--- src/rtl/mem_access_ctrl_pkg.sv ---
// rtl/mem_access_ctrl_pkg.sv - shared encodings and decode helpers for the data SRAM access controller
package mem_access_ctrl_pkg;

    typedef enum logic [2:0] {
        ST_IDLE    = 3'd0,
        ST_ADDR    = 3'd1,
        ST_DATA    = 3'd2,
        ST_DISCARD = 3'd3,
        ST_DONE    = 3'd4
    } state_e;

    localparam logic [1:0] SZ_B = 2'd0;
    localparam logic [1:0] SZ_H = 2'd1;
    localparam logic [1:0] SZ_W = 2'd2;

    typedef struct packed {
        logic [1:0] size;
        logic       bad;
    } wen_dec_t;

    // Store size comes from the byte-enable pattern; anything irregular is rejected.
    function automatic wen_dec_t wen_decode(input logic [3:0] wen);
        wen_dec_t d;
        d.size = SZ_B;
        d.bad  = 1'b0;
        case (wen)
            4'b1111:                            d.size = SZ_W;
            4'b0011, 4'b1100:                   d.size = SZ_H;
            4'b0001, 4'b0010, 4'b0100, 4'b1000: d.size = SZ_B;
            default:                            d.bad  = 1'b1;
        endcase
        return d;
    endfunction

    function automatic logic is_misaligned(input logic [1:0] size, input logic [1:0] addr_lo);
        case (size)
            SZ_B:    return 1'b0;
            SZ_H:    return addr_lo[0];
            SZ_W:    return |addr_lo;
            default: return 1'b1;
        endcase
    endfunction

endpackage

--- src/rtl/mem_req_check.sv ---
// rtl/mem_req_check.sv - combinational size/strobe derivation and alignment check for one request
module mem_req_check
    import mem_access_ctrl_pkg::*;
(
    input  logic [3:0] i_wen,
    input  logic [1:0] i_size,
    input  logic [1:0] i_addr_lo,
    output logic [1:0] o_size,
    output logic [3:0] o_wstrb,
    output logic       o_misaligned
);

    wen_dec_t w_dec;

    assign w_dec = wen_decode(i_wen);

    always_comb begin
        o_size       = i_size;
        o_wstrb      = 4'b0000;
        o_misaligned = is_misaligned(i_size, i_addr_lo);
        if (|i_wen) begin
            o_size       = w_dec.size;
            o_wstrb      = i_wen;
            o_misaligned = w_dec.bad | is_misaligned(w_dec.size, i_addr_lo);
        end
    end

endmodule

--- src/rtl/mem_access_ctrl.sv ---
// rtl/mem_access_ctrl.sv - MEM-stage sequencer for the req/addr_ok/data_ok data SRAM handshake
module mem_access_ctrl
    import mem_access_ctrl_pkg::*;
#(
    parameter int ADDR_W      = 32,
    parameter int DATA_W      = 32,
    parameter int TIMEOUT_CYC = 255
) (
    input  logic              clk,
    input  logic              rst,
    input  logic              flush,
    input  logic              stall_hold,
    input  logic              req_valid,
    input  logic [3:0]        req_wen,
    input  logic [1:0]        req_size,
    input  logic [ADDR_W-1:0] req_addr,
    input  logic [DATA_W-1:0] req_wdata,
    output logic              data_sram_req,
    output logic              data_sram_wr,
    output logic [1:0]        data_sram_size,
    output logic [3:0]        data_sram_wstrb,
    output logic [ADDR_W-1:0] data_sram_addr,
    output logic [DATA_W-1:0] data_sram_wdata,
    input  logic              data_sram_addr_ok,
    input  logic              data_sram_data_ok,
    input  logic [DATA_W-1:0] data_sram_rdata,
    output logic              stallreq_for_mem,
    output logic              rdata_valid,
    output logic [DATA_W-1:0] rdata_out,
    output logic              addr_err,
    output logic              timeout_err
);

    localparam logic [7:0] WD_LAST = 8'(TIMEOUT_CYC - 1);

    state_e            r_state;
    state_e            w_state_nxt;
    logic              r_wr;
    logic [1:0]        r_size;
    logic [3:0]        r_wstrb;
    logic [ADDR_W-1:0] r_addr;
    logic [DATA_W-1:0] r_wdata;
    logic [DATA_W-1:0] r_rdata;
    logic [7:0]        r_cnt;
    logic              r_addr_err;
    logic              r_timeout;

    logic [1:0]        w_size;
    logic [3:0]        w_wstrb;
    logic              w_misaligned;
    logic              w_idle_req;
    logic              w_accept;
    logic              w_waiting;
    logic              w_wd_fire;
    logic              w_wd_abort;

    mem_req_check u_req_check (
        .i_wen        (req_wen),
        .i_size       (req_size),
        .i_addr_lo    (req_addr[1:0]),
        .o_size       (w_size),
        .o_wstrb      (w_wstrb),
        .o_misaligned (w_misaligned)
    );

    assign w_idle_req = (r_state == ST_IDLE) & req_valid & ~flush;
    assign w_accept   = w_idle_req & ~w_misaligned;
    assign w_waiting  = (r_state == ST_ADDR) | (r_state == ST_DATA) | (r_state == ST_DISCARD);
    assign w_wd_fire  = w_waiting & (r_cnt == WD_LAST);

    always_ff @(posedge clk or posedge rst) begin
        if (rst) r_state <= ST_IDLE;
        else     r_state <= w_state_nxt;
    end

    // A real handshake event in the same cycle always wins over the watchdog,
    // so an accepted address is never abandoned with a response outstanding.
    always_comb begin
        w_state_nxt = r_state;
        w_wd_abort  = 1'b0;
        case (r_state)
            ST_IDLE: begin
                if (w_accept) w_state_nxt = ST_ADDR;
            end
            ST_ADDR: begin
                if (data_sram_addr_ok) w_state_nxt = flush ? ST_DISCARD : ST_DATA;
                else if (flush)        w_state_nxt = ST_IDLE;
                else if (w_wd_fire) begin
                    w_state_nxt = ST_IDLE;
                    w_wd_abort  = 1'b1;
                end
            end
            ST_DATA: begin
                if (flush)                  w_state_nxt = data_sram_data_ok ? ST_IDLE : ST_DISCARD;
                else if (data_sram_data_ok) w_state_nxt = ST_DONE;
                else if (w_wd_fire) begin
                    w_state_nxt = ST_IDLE;
                    w_wd_abort  = 1'b1;
                end
            end
            ST_DISCARD: begin
                if (data_sram_data_ok) w_state_nxt = ST_IDLE;
                else if (w_wd_fire) begin
                    w_state_nxt = ST_IDLE;
                    w_wd_abort  = 1'b1;
                end
            end
            ST_DONE: begin
                if (!(stall_hold && !flush)) w_state_nxt = ST_IDLE;
            end
            default: w_state_nxt = ST_IDLE;
        endcase
    end

    always_comb begin
        data_sram_req    = 1'b0;
        rdata_valid      = 1'b0;
        stallreq_for_mem = 1'b0;
        case (r_state)
            ST_IDLE:    stallreq_for_mem = w_accept;
            ST_ADDR: begin
                data_sram_req    = 1'b1;
                stallreq_for_mem = 1'b1;
            end
            ST_DATA:    stallreq_for_mem = 1'b1;
            ST_DISCARD: stallreq_for_mem = req_valid;
            ST_DONE:    rdata_valid      = 1'b1;
            default: ;
        endcase
    end

    always_ff @(posedge clk or posedge rst) begin
        if (rst) begin
            r_wr       <= 1'b0;
            r_size     <= 2'd0;
            r_wstrb    <= 4'd0;
            r_addr     <= '0;
            r_wdata    <= '0;
            r_rdata    <= '0;
            r_cnt      <= 8'd0;
            r_addr_err <= 1'b0;
            r_timeout  <= 1'b0;
        end else begin
            if (w_accept) begin
                r_wr    <= |req_wen;
                r_size  <= w_size;
                r_wstrb <= w_wstrb;
                r_addr  <= req_addr;
                r_wdata <= req_wdata;
            end
            if (r_state == ST_DATA && data_sram_data_ok && !flush)
                r_rdata <= r_wr ? '0 : data_sram_rdata;
            r_addr_err <= w_idle_req & w_misaligned;
            if (w_state_nxt != r_state || !w_waiting) r_cnt <= 8'd0;
            else                                      r_cnt <= r_cnt + 8'd1;
            if (w_wd_abort) r_timeout <= 1'b1;
        end
    end

    assign data_sram_wr    = r_wr;
    assign data_sram_size  = r_size;
    assign data_sram_wstrb = r_wstrb;
    assign data_sram_addr  = r_addr;
    assign data_sram_wdata = r_wdata;
    assign rdata_out       = r_rdata;
    assign addr_err        = r_addr_err;
    assign timeout_err     = r_timeout;

endmodule

--- config.mk ---
export PLATFORM = sky130hd
export DESIGN_NAME = mem_access_ctrl
export DESIGN_NICKNAME = d
export VERILOG_FILES = /design/src/rtl/mem_access_ctrl_pkg.sv /design/src/rtl/mem_req_check.sv /design/src/rtl/mem_access_ctrl.sv
export SDC_FILE = /design/constraint.sdc
export NUM_CORES = 1
export LEC_CHECK = 0
export CORE_MARGIN = 4
export CORE_UTILIZATION = 43
export CTS_CLUSTER_DIAMETER = 60
export CTS_CLUSTER_SIZE = 14
export DETAILED_ROUTE_END_ITERATION = 8
export PLACE_DENSITY = 0.89
export SKIP_CTS_REPAIR_TIMING = 1
export SLEW_MARGIN = 20
export SYNTH_ARGS = -nofsm -noshare
export SYNTH_HDL_FRONTEND = slang
export SYNTH_SLANG_ARGS = --single-unit
export TNS_END_PERCENT = 20
--- constraint.sdc ---
create_clock -name clk -period 4.6 [get_ports clk]
set_input_delay 0.92 -clock clk [delete_from_list [all_inputs] [get_ports clk]]
set_output_delay 0.92 -clock clk [all_outputs]
set_load 0.1 [all_outputs]
# == Word-level counts from Yosys, hierarchy flattened ==
# Cells that the tools add are included.
# op_classes
bitwise_logic,10
add_sub_neg,1
muxes,30
reduce_logical,14
n_eq_ne,17
# ops
operator,n
$mux W32,1
$mux W3,8
$pmux W3 S5,1
$eq A4 B4 Y1 const B,3
$pmux W1 S3,4
$mux W1,11
$add A8 B1 Y8 const B,1
$eq A4 B2 Y1 const B,2
$eq A8 B8 Y1 const B,1
$mux W8,1
$reduce_or A7 Y1,1
$eq A3 B2 Y1 const B,2
$reduce_or A2 Y1,3
$and A1 B1 Y1,5
$eq A2 B1 Y1 const B,2
$eq A2 B2 Y1 const B,2
$eq A4 B1 Y1 const B,1
$eq A4 B3 Y1 const B,1
$logic_not A2 Y1,2
$mux W2,2
$mux W4,1
$pmux W2 S2,1
$reduce_or A4 Y1,1
$eq A3 B1 Y1 const B,1
8 further kinds,14
# word_totals
output_inout_bits,108
in_bits,109
elab_cells,82
reg_bits,116

# == Depth between registers and ports, before layout ==
# depth
ltp_word,15
depth_mapped,7
depth_no_buf,5

# == Modules after synthesis ==
# A second synthesis with hierarchy kept.
# unflattened
hier_cells,388
area_unflattened_um2,5092.4
# modules_own_cells
module,instances,area_each_um2,cells_per_inst,seq_area_each_um2
mem_access_ctrl,1,4964.8,366,2902.8
mem_req_check,1,127.6,22,0.0

# == Least setup slack after synthesis ==
# OpenSTA, ideal clock, no wires.
# synth_path
path_type,in2out
from,in req_wen[1]
to,out stallreq_for_mem
slack_ns,-0.115
required_ns,3.680
stages,5
n_path_buf,1
arrival_ns,3.795
cell_sequence,buf_2 > maj3_2 > nor2_1 > o32ai_4 > o21ai_0
# synth_via
elab_chain_cells,11
elab_cells_between_ends,22
classes_between,eq/ne (9); mux (6); bitwise (3); reduce/logical (4)
# synth_lines
element,line,rtl
"start, declared",mem_access_ctrl.sv:14,"input logic [3:0] req_wen,"
$eq A4 B2 Y1 / $eq A4 B4 Y1 (equally long branches),mem_access_ctrl_pkg.sv:26,case (wen)
$reduce_or A2 Y1,mem_access_ctrl_pkg.sv:26,
$pmux W2 S2,mem_access_ctrl_pkg.sv:26,
"$eq A2 B2 Y1, or another cell as far along",mem_access_ctrl_pkg.sv:36,case (size)
$pmux W1 S3,mem_access_ctrl_pkg.sv:36,
$mux W1,mem_req_check.sv:21,if (|i_wen) begin
$or A1 B1 Y1,mem_req_check.sv:24,"o_misaligned = w_dec.bad | is_misaligned(w_dec.size, i_addr_lo);"
$mux W1 (*),mem_req_check.sv:21,
$not A1 Y1 (*),mem_access_ctrl.sv:67,assign w_accept = w_idle_req & ~w_misaligned;
$and A1 B1 Y1 (*),mem_access_ctrl.sv:67,
$pmux W1 S3 (*),mem_access_ctrl.sv:119,case (r_state)
"end, declared",mem_access_ctrl.sv:27,"output logic stallreq_for_mem,"
# Every way passes the cells marked *; elsewhere a longest branch is shown, timed or not. The select of a mux whose other input is x is not followed.

# == Final worst setup path ==
# layout_path
from,in req_wen[3]
to,out stallreq_for_mem
# The elaborated chain is that of the path after synthesis.

==> run metrics <==
count of yosys warnings during synthesis=0; Starting Density=0.440; # IOs=217; crit share post-route=0.779; diode insertion count for antenna repair=0; estimated wirelength of the detail-placed design=10.0 mm; count of cell types in the netlist=36; fill cell total of the finished layout=approximately 800; combined area of all synthesized cells=around 5000 µm²; post-route ant nets=0; Slowest-stage cell, CP=clkdlybuf4s50_1; per-instance average area after synthesis=13.2 µm²; overflow left after global routing=0; number of global-route vias before repair=3860; die area=around 14000 µm²; Worst Setup End Kind=primary output; final setup violation count=0; ratio of cells with drive above 1 in the final layout=0.177; Core Area=11500 µm²; number of design-rule violations left by the first detailed-router iteration=241; main area contributors after synthesis=dfrtp_1 (58%), mux2_4 (20%), nand2_1 (5.2%); Final Wtd Congestion=0.763; clock tree sinks=116; FF+latch count, synth=116; Port-buffer cells=216; Routed Wire Length=about 14 mm; clock tree from TritonCTS=done; arrival time at the worst endpoint=2.66 ns; headroom to the max-slew limit=0.309; final total negative setup slack=0 ns; worst min path class=register to register; Top FF cell, synth=dfrtp_1; Vias per Instance=4.95; area share of the largest cell type after synthesis=0.576; leading post-synthesis cells by instance count=dfrtp_1 (116), nand2_1 (70), mux2_4 (68); global router's overall resource usage=0.196; clock tree root driver cell=clkbuf_16; data required time of the worst path=3.68 ns; Hold Fails Final Rpt=0; post-synthesis cell type with the largest combined area=dfrtp_1; transition time at the pin with the least slew margin=between 1 and 1.5 ns; worst-skew pair later-pin latency=~0.40 ns; Final Net Count=711; crit-path cells=clkdlybuf4s50_1 -> o22a_1 -> o22ai_1 -> o32ai_4 -> o21ai_1 -> buf_4; Synth async-reset ratio=1.00; most instantiated library cell after synthesis=dfrtp_1; maximum number of pins on one net before global-route repair=72; detailed-route wire length per cell=18.1 µm; max-slew violations=0; outcome=finished, final reports clean; Gate Count Post-Synth=between 300 and 400; post-route clock skew=0.00785 ns; CTS max path bufs=2; die boundary height=116 µm; CTS buffer count=17; number of enable flip-flop cells after synthesis=0; top fanout value on the critical path=8; number of antenna violations at the first check in global routing=0; startpoint-to-endpoint class of the critical path=primary input to primary output; MaxCap Viol Count=0; DRC violations left=0; first-pass iteration count of the detailed router=4; horizontal die dimension=116 µm; unrepaired setup endpoints after global routing=false; timing-limited maximum frequency=between 200 and 300 MHz; part of the Yosys area used for sequential elements=0.576; CP Launch Type=primary input; vias=3736; minimum period implied by the final worst setup slack=3.58 ns; Layout Area Growth over Synthesis=54.7%; H-tree levels=4; share of the core filled with cells=0.680; syn nets=493; clock-pin transition on the worst setup and hold timing paths=0.05 ns; first-pass GRT wire length=20.3 mm; total number of placement rows=39; maximum cell stage delay along the critical path=0.65 ns; source of the worst hold timing path=rdata_out[13]$_DFFE_PP0P_; reg-to-reg startpoint=r_state[0]$_DFF_PP0_; worst setup path startpoint=req_wen[3]
==> layout by cell type (no fill, tap or decap), types with 3 or more instances in the layout <==
cell type,instances
clkdlybuf4s50_1,215
clkinv_2,3
dfrtp_1,116
nor3_1,5
o21ai_0,36
buf_4,5
inv_1,4
clkbuf_16,17
nand2_1,70
nand3_1,5
mux2_4,68
a21oi_1,3
nor2_1,13
clkbuf_1,3
xor2_1,5
clkbuf_8,6
nor2b_1,3
==> sequential cells by signal, indices dropped and copies added (netlist names), 2 cells and up <==
name / cells
data_sram_wdata: 32
data_sram_wstrb: 4
r_cnt: 8
rdata_out: 32
data_sram_size: 2
data_sram_addr: 32
r_state: 3
==> cells by family (layout without fill, tap and decap cells) <==
logic type,count (synthesis),count (layout),synth area share
AOI/OAI and AO/OA,50,50,0.0583
xor gates and xnor gates,6,6,0.0104
adders and majority gates,3,3,0.00720
buffers and inverters,27,256,0.0437
DFF,116,116,0.576
muxes,71,71,0.209
and+or+nand+nor,109,109,0.0960
==> per-layer routing <==
metal	vias up	routed length (µm)	GRT usage	share of wire
met5	-	0	0	0
met4	0	320	0.0804	0.023
met3	25	933	0.0611	0.068
met2	142	7210	0.346	0.53
met1	1841	5190	0.219	0.38
li1	1728	-	-	-
==> metrics by stage <==
step	cells	cell area, µm²	worst slack, ns	hold slack, ns
2_1_floorplan	382	5040	0.608	0.479
3_3_place_gp	724	7240	1.03	0.462
3_5_place_dp	724	7240	1.02	0.461
4_1_cts	754	7800	1.01	0.482
5_1_grt	754	7800	0.894	0.507
6_report	754	7800	1.02	0.480
==> worst max-delay path, delay by kind of cell <==
kind | cells | cell delay, ns
buf+inv | 2 | 0.89
compound gates | 4 | 0.83
==> path summary, 6_finish.rpt <==
kind / slack [ns] / endpoint / cells past startpoint
max in group asynchronous: 2.63 / data_sram_addr[13]$_DFFE_PP0P_ / 3
max: 1.02 / stallreq_for_mem / 6
min in group asynchronous: 1.04 / data_sram_addr[31]$_DFFE_PP0P_ / 2
min reg2reg: 0.48 / rdata_out[13]$_DFFE_PP0P_ / 2
max reg2reg: 2.07 / data_sram_addr[21]$_DFFE_PP0P_ / 5
min: 0.48 / rdata_out[13]$_DFFE_PP0P_ / 2
==> cell type report <==
type,instances,area [µm²],share of cell area
clock buffer,26,519,0.0666
clock inverter,4,45.0,0.00577
inverter,5,21.3,0.00273
multi-input combinational,239,1920,0.247
sequential,116,2900,0.372
tap,143,179,0.0229
timing repair buffer,221,2210,0.283
Power is left out: the tool's default activity adds up to more than one toggle a clock period on the data nets, which glitch-free logic cannot reach.
